[config.mk]
export PLATFORM = sky130hd
export DESIGN_NAME = fnd_scan_ctrl
export DESIGN_NICKNAME = d
export VERILOG_FILES = /design/src/rtl/fnd_scan_ctrl.sv
export SDC_FILE = /design/constraint.sdc
export NUM_CORES = 1
export LEC_CHECK = 0
export BUFFER_PORTS_ARGS = -buffer_cell sky130_fd_sc_hd__buf_2
export CORE_MARGIN = 2
export CORE_UTILIZATION = 55
export CTS_BUF_LIST = sky130_fd_sc_hd__clkbuf_4 sky130_fd_sc_hd__clkbuf_8
export DETAILED_ROUTE_END_ITERATION = 7
export PLACE_DENSITY_LB_ADDON = 0.08
export SYNTH_ARGS = -nofsm -noshare
export SYNTH_HDL_FRONTEND = slang
export SYNTH_SLANG_ARGS = --single-unit
[constraint.sdc]
create_clock -name i_Clk -period 3.2 [get_ports i_Clk]
set_input_delay 0.48 -clock i_Clk [delete_from_list [all_inputs] [get_ports i_Clk]]
set_output_delay 0.48 -clock i_Clk [all_outputs]
set_load 0.05 [all_outputs]
[src/rtl/fnd_scan_ctrl.sv]
// Scan controller for a multi-digit common-anode 7-segment display sharing one decoder.
// Sequences digit commons with a blanking guard and swaps in new values only at frame boundaries.
module fnd_scan_ctrl #(
   parameter int NUM_DIGITS = 4,
   parameter int SCAN_DIV   = 50000,
   parameter int BLANK_CYC  = 16
) (
   input  logic                    i_Clk,
   input  logic                    i_Rst_n,
   input  logic                    i_Valid,
   input  logic [4*NUM_DIGITS-1:0] i_Data,
   output logic                    o_Ready,
   input  logic                    i_Blank_Lz,
   output logic [3:0]              o_Num,
   output logic [NUM_DIGITS-1:0]   o_Com,
   output logic                    o_Digit_En,
   output logic                    o_Frame_Done
);

   // state   | meaning
   // S_BLANK | all commons off, o_Num already holds the upcoming digit
   // S_SHOW  | common of the current digit on (unless leading-zero blanked)

   localparam int CNT_MAX = (SCAN_DIV > BLANK_CYC) ? SCAN_DIV : BLANK_CYC;
   localparam int CNT_W   = $clog2(CNT_MAX + 1);
   localparam int IDX_W   = (NUM_DIGITS > 1) ? $clog2(NUM_DIGITS) : 1;

   localparam logic [CNT_W-1:0] BLANK_LAST = CNT_W'(BLANK_CYC - 1);
   localparam logic [CNT_W-1:0] SHOW_LAST  = CNT_W'(SCAN_DIV - 1);
   localparam logic [IDX_W-1:0] IDX_LAST   = IDX_W'(NUM_DIGITS - 1);

   localparam logic [0:0] S_BLANK = 1'b0;
   localparam logic [0:0] S_SHOW  = 1'b1;

   logic [0:0]              state_q, state_nx;
   logic [CNT_W-1:0]        cnt_q, cnt_nx;
   logic [IDX_W-1:0]        idx_q, idx_nx;
   logic [4*NUM_DIGITS-1:0] active_q, pend_q;
   logic                    boundary, load_num, accept, zero_above;
   logic [NUM_DIGITS-1:0]   lz_blank, com_nx;
   logic [3:0]              num_nx;

   assign accept = i_Valid & o_Ready;

   // A digit is blankable when it and every more-significant nibble are zero.
   always_comb begin
      lz_blank   = '0;
      zero_above = 1'b1;
      for (int k = NUM_DIGITS - 1; k > 0; k--) begin
         zero_above  = zero_above & (active_q[4*k +: 4] == 4'h0);
         lz_blank[k] = zero_above;
      end
   end

   always_comb begin
      state_nx = state_q;
      cnt_nx   = cnt_q + 1'b1;
      idx_nx   = idx_q;
      load_num = 1'b0;
      boundary = 1'b0;
      case (state_q)
         S_BLANK: begin
            if (cnt_q == BLANK_LAST) begin
               state_nx = S_SHOW;
               cnt_nx   = '0;
            end
         end
         default: begin
            if (cnt_q == SHOW_LAST) begin
               state_nx = S_BLANK;
               cnt_nx   = '0;
               load_num = 1'b1;
               if (idx_q == IDX_LAST) begin
                  idx_nx   = '0;
                  boundary = 1'b1;
               end else begin
                  idx_nx = idx_q + 1'b1;
               end
            end
         end
      endcase
   end

   // Digit 0 of a new frame must come from the value being transferred on this edge.
   always_comb begin
      num_nx = o_Num;
      if (load_num) begin
         if (boundary && !o_Ready) begin
            num_nx = pend_q[3:0];
         end else begin
            num_nx = active_q[{idx_nx, 2'b00} +: 4];
         end
      end
   end

   always_comb begin
      com_nx = '1;
      if (state_nx == S_SHOW && !(i_Blank_Lz && lz_blank[idx_nx])) begin
         com_nx[idx_nx] = 1'b0;
      end
   end

   always_ff @(posedge i_Clk or negedge i_Rst_n) begin
      if (!i_Rst_n) begin
         state_q      <= S_BLANK;
         cnt_q        <= '0;
         idx_q        <= '0;
         active_q     <= '0;
         pend_q       <= '0;
         o_Ready      <= 1'b1;
         o_Num        <= 4'h0;
         o_Com        <= '1;
         o_Digit_En   <= 1'b0;
         o_Frame_Done <= 1'b0;
      end else begin
         state_q      <= state_nx;
         cnt_q        <= cnt_nx;
         idx_q        <= idx_nx;
         o_Num        <= num_nx;
         o_Com        <= com_nx;
         o_Digit_En   <= ~&com_nx;
         o_Frame_Done <= boundary;
         // o_Ready low means the pending buffer is full, so no accept can race the transfer.
         if (boundary && !o_Ready) begin
            active_q <= pend_q;
            o_Ready  <= 1'b1;
         end else if (accept) begin
            pend_q  <= i_Data;
            o_Ready <= 1'b0;
         end
      end
   end

endmodule

After elaboration in Yosys (flattened, before gate mapping)
Cells that the tools add are included.

Register bits after elaboration: 62. Word-level logic and storage cells: 58. Input bits: 20. Output and inout port bits: 11.

Muxes and demuxes: 22. Shift-type cells: 1. $add $sub $neg: 2. Bitwise logic cells: 5. $lt $le $gt $ge: 2. Reductions and logical operators: 13. Eq/ne operators: 3.

Operators by type and width (number): 2-to-1 mux 16 bit (3); adder 16 x 1 -> 16 bit, second input constant (1); equality test 16 bit, second input constant (1); equality test 16 x 4 -> 1 bit, second input constant (1); variable part select 16 x 5 -> 4 bit (1); zero test 4 bit (3); 2-to-1 mux 1 bit (12); 2-to-1 mux 4 bit (2); 2-to-1 mux 2 bit (3); logical AND 1 bit (4); inverter 4 bit (1); AND reduction 4 bit (1); AND 1 bit (3); zero test 1 bit (3); < comparator 2 x 3 -> 1 bit, second input constant (1); adder 2 x 1 -> 2 bit, second input constant (1); binary-select mux 1 bit (select 2 bit) (1); demux 1 bit (select 2 bit) (1); equality test 2 bit, second input constant (1); greater-or-equal comparator 2 x 1 -> 1 bit, second input constant (1); AND reduction 2 bit (1); nonzero test 2 bit (1); inverter 1 bit (1).

Longest topological paths before layout
Depth in word-level cells: 12. Mapped depth: 8. Gate-level depth less buffers: 7.

Worst setup path before layout
Ideal clock, no wire load.

Path type: register to register. Start: register cnt_q[0]. End: register active_q[10]. Path buffers: 1. Setup slack: 1347 ps. Stages on the path, launching flop included: 7. Period minus slack after synthesis: 1853 ps. Required time: 3075 ps. Arrival: 1728 ps. Setup time: 125 ps. Cell sequence: dfrtp_1 ha_1 and3_1 nand3_2 nor4b_2 buf_2 mux2_2.

Word-level cells in the longest chain between the ends: 4.

Ends and longest elaborated chain: start: declaration (RTL line 36) `logic [CNT_W-1:0] cnt_q, cnt_nx;`; start signal: assignment (RTL line 117) `cnt_q <= cnt_nx;`; equality test 16 bit (RTL line 69) `if (cnt_q == SHOW_LAST) begin`; 2-to-1 mux 1 bit (RTL line 69); 2-to-1 mux 1 bit (RTL line 61) `case (state_q)`; logical AND 1 bit (RTL line 124) `if (boundary && !o_Ready) begin`; end signal: assignment (RTL line 125) `active_q <= pend_q;`; end: declaration (RTL line 38) `logic [4*NUM_DIGITS-1:0] active_q, pend_q;`.

No other way between the ends. A chain may end at the register's enable or synchronous reset.

Worst setup path after layout
Start: register cnt_q[0]. End: register o_Digit_En.

Word-level cells in the longest chain between the ends: 11. Elaborated cells between the ends (all ways): 21. Classes of those cells: order compare (2); eq/ne (2); mux (10); bitwise (1); reduce/logical (6).

Ends and longest elaborated chain: equality test 16 bit (RTL line 69); 2-to-1 mux 2 bit (RTL line 69); 2-to-1 mux 2 bit (RTL line 61); < comparator 2 x 3 -> 1 bit (implied by the code) (tied with other cells) (RTL line 99) `com_nx[idx_nx] = 1'b0;`; logical AND 1 bit (implied by the code) or 2-to-1 mux 1 bit (tied branches) (RTL line 99, 98); 2-to-1 mux 1 bit (implied by the code) or logical AND 1 bit (tied branches) (RTL line 99, 98); demux 1 bit (select 2 bit) or zero test 1 bit (tied branches) (RTL line 99, 98); inverter 4 bit (no source line) or logical AND 1 bit (tied branches); 2-to-1 mux 4 bit (*) (RTL line 98) `if (state_nx == S_SHOW && !(i_Blank_Lz && lz_blank[idx_nx])) begin`; AND reduction 4 bit (*) (RTL line 121) `o_Digit_En <= ~&com_nx;`; zero test 1 bit (*) (RTL line 121); end signal: assignment (RTL line 121); end: declaration (RTL line 16) `output logic o_Digit_En,`.

Every way passes the cells marked *; elsewhere a longest branch is shown, timed or not. The select of a mux whose other input is x is not followed.

==> results by group <==
STA
  – Final hold violations: 0
  – RSZ-0062 raised after global routing: false
  – Endpoints failing setup: 0
  – Slew Limit Fails: 0
  – Slew headroom: 51.1%
  – Minimum clock period after layout: 2.08 ns
  – Worst-margin pin slew: 0.732 ns
  – Hold slack final: 0.0877 ns
  – Final cycle utilization of the critical path: 64.9%
  – Final Skew: around 0.0052 ns
  – Max Clock Freq: 481 MHz
  – Final setup TNS: 0 ns

Routing
  – DR pass1 iterations: 6
  – Vias/cell: 5.39
  – Routed len/inst: 15.7 microns
  – WL final: 5060 microns
  – Routed Antenna Nets: 0
  – Vias: 1,737
  – Residual DRC count: 0
  – Iter 0 DRT Violations: 68

Critical path
  – FF-to-FF End: o_Digit_En
  – Crit-path max FO: 8
  – Critical-path cell list: ha_1, and3_1, nand3_2, nor2_2, mux2_2, o221a_2
  – Worst Path Required: 3.43 ns
  – R2R Setup Slk: 1.12 ns
  – Nature of the critical path startpoint: register
  – WP data arrival: 2.31 ns
  – Reg2reg start: cnt_q[0]
  – Crit-path max cell delay: ~0.38 ns
  – Worst path slowest cell: mux2_2
  – CP Class: reg2reg
  – Setup crit end kind: register
  – FF-to-FF path depth: 6

Clock network
  – CTS Hold Bufs: 0
  – Htree depth: 3
  – Worst-path clk slew: about 0.06 ns
  – Setup Buffers After CTS: 0
  – Clk root buf: clkbuf_8
  – Clock Latency Late Sink: 0.34 ns
  – CTS resizes: 0
  – CTS tree: built
  – Total CTS buffers: 9
  – Maximum clock path buffer count: 2
  – Clock Sinks: between 60 and 70

Pwr
  – Worst vdd ir: 0.000330 V
  – Leak: 1.54 nW
  – Switching portion of total power: 19.5%
  – Reg power frac: about half
  – Pwr Density: 503 mW/mm^2
  – Int Pwr: between 1 and 1.5 mW
  – Clock power frac: 48.4%
  – Psw: 0.307 mW
  – Comb pwr share: 1.8%

Global route
  – GRT Residual Overflow: 0
  – Routing usage on met3: 8.50%
  – Pin count of the biggest net entering global routing: 43
  – Antenna violations before repair: 0
  – Grt met1 use: 26.3%
  – Vias in the first global route: roughly 1.8k
  – GR Util met2: 34.0%
  – GRT Resource Usage Total: 21.6%
  – Global-route wire length before repair: 8490 microns
  – Gr busiest metal: met2

Finish
  – Layout area overhead: 16.8%
  – Ant. Diodes: 0
  – Layout cells sized above 1: 36.9%
  – Nets: 273

Yosys
  – Syn_area_per_cell: 12.6 sq um
  – Mapped cell area: 0.00268 sq mm
  – Yosys reg bits: 62
  – Post-synthesis cell type count: 35
  – Syn. warnings: 0
  – Post-synthesis cell count: 213
  – Sequential-to-total area share from yosys stat: between 50% and 60%
  – Syn nets: around 240

Floorplan
  – Die X: between 70 and 80 microns
  – Height of the chip: 73.8 microns
  – Die area: 0.00545 sq mm
  – Num ports: 31
  – Core Area: approximately 0.0047 sq mm
  – Number of cell rows: 25
  – Initial core utilization: 56.8%

Worst hold path
  – Hold WC Path Type: in2async

Run status
  – Status: finished clean

Placed design
  – Routability congestion estimate: 0.888
  – Post-DP HPWL: 3380 microns
  – I/O Buffers: 30

Flow run
  – Max-cap violation count: 0
==> layer usage <==
metal | vias up | routed length [microns]
met1 | 852 | 2190
li1 | 825 | -
met2 | 46 | 2530
met3 | 14 | 224
met5 | - | 0
met4 | 0 | 109
==> power groups by stage <==
stage	registers (mW)	logic, mW	clock network (mW)
floorplan	0.799	0.00171	0
global placement	0.798	0.0291	0
detailed placement	0.798	0.0295	0
CTS	0.784	0.0294	0.778
global route	0.783	0.0329	0.817
finish	0.784	0.0282	0.762
==> metrics by stage <==
stage | util, % | area [sq um] | setup WS, ns | power, mW | cells
2_1_floorplan | - | 2680 | 1.35 | 0.800 | 213
3_3_place_gp | 61.6 | 2910 | 1.20 | 0.827 | 307
3_5_place_dp | 61.6 | 2910 | 1.17 | 0.828 | 307
4_1_cts | 66.3 | 3130 | 1.13 | 1.59 | 322
5_1_grt | 66.3 | 3130 | 0.986 | 1.63 | 322
6_report | 66.3 | 3130 | 1.12 | 1.57 | 322
==> registers in the layout (all words and copies together) (netlist names) <==
signal        count
active_q         16
cnt_q            16
idx_q             2
o_Com             4
o_Num             4
o_Frame_Done      1
o_Digit_En        1
o_Ready           1
pend_q           16
state_q           1
==> final cells by class <==
class                      instances  area [sq um]
sequential                        62          1560
multi-input combinational        139          1080
clock buffer                      12           153
timing repair buffer              32           165
tap                               67          83.8
fill                             367          1590
inverter                           7          26.3
clock inverter                     3          68.8
==> how the worst max path moves through the flow <==
stage,start,end,slack [ns],cells after the start
after floorplan,cnt_q[0],active_q[10],1.35,6
after global placement,cnt_q[0],active_q[12],1.20,6
after detailed placement,cnt_q[0],active_q[15],1.17,6
after CTS,cnt_q[0],active_q[15],1.13,6
after global routing,cnt_q[0],active_q[15],0.99,6
final,cnt_q[0],o_Digit_En,1.12,6
==> cell families (layout without fill, tap and decap cells) <==
logic type / after synthesis / in the layout / share of synthesized area (%)
fa+ha+maj: 2 / 2 / 0.933
simple gates: 70 / 70 / 13.9
compound gates: 13 / 13 / 3.45
mux: 40 / 40 / 17.0
buf+inv: 12 / 54 / 2.05
flops: 62 / 62 / 58.1
xor+xnor: 14 / 14 / 4.57
==> layout by cell type (no fill, tap or decap), types with 2 or more instances in the layout <==
| cell type | n |
|---|---|
| nor3_1 | 3 |
| mux2_2 | 33 |
| o21ai_0 | 6 |
| buf_2 | 30 |
| nand3_1 | 14 |
| o2111ai_1 | 4 |
| xor2_1 | 9 |
| inv_1 | 7 |
| dfrtp_1 | 57 |
| buf_4 | 2 |
| nand4_1 | 3 |
| nor4_1 | 4 |
| nor2_1 | 12 |
| and3_1 | 6 |
| nand2_1 | 17 |
| ha_1 | 2 |
| clkbuf_8 | 10 |
| clkbuf_4 | 2 |
| bufinv_16 | 2 |
| xnor2_1 | 5 |
| dfstp_2 | 5 |
| mux2i_1 | 5 |
| and2_1 | 3 |
==> Yosys cell counts <==
cell | count | area [sq um]
buf_6 | 1 | 11.3
nor2_1 | 12 | 45.0
buf_1 | 1 | 3.75
nand3_1 | 14 | 70.1
or4_1 | 1 | 7.51
nor2_2 | 1 | 6.26
inv_1 | 7 | 26.3
dfstp_2 | 5 | 131
ha_1 | 2 | 25.0
or2_1 | 1 | 6.26
o21a_1 | 1 | 7.51
dfrtp_1 | 57 | 1430
o21ai_0 | 6 | 30.0
or4_4 | 1 | 11.3
nor4_2 | 1 | 12.5
nand4_1 | 3 | 18.8
nand3_2 | 1 | 10.0
o21ai_2 | 1 | 8.76
o221a_2 | 1 | 11.3
or3_4 | 1 | 11.3
o2111ai_1 | 4 | 35.0
mux2i_1 | 5 | 50.1
nor4_1 | 4 | 25.0
mux2i_4 | 1 | 22.5
xnor2_1 | 5 | 43.8
nor4b_2 | 1 | 15.0
mux2_1 | 1 | 11.3
nor3_1 | 3 | 15.0
mux2_2 | 33 | 372
buf_2 | 2 | 10.0
xor2_1 | 9 | 78.8
nand2_1 | 17 | 63.8
and3_1 | 6 | 37.5
and2_1 | 3 | 18.8
clkbuf_1 | 1 | 3.75
==> worst max-delay path, delay by kind of cell (launching register included) <==
kind                       cells  cell delay [ns]
AOI/OAI and AO/OA              1             0.24
adders and majority gates      1             0.19
DFF                            1             0.37
muxes                          1             0.38
and+or+nand+nor                3             0.80
Note: power is estimated with default switching activity, not from simulation.
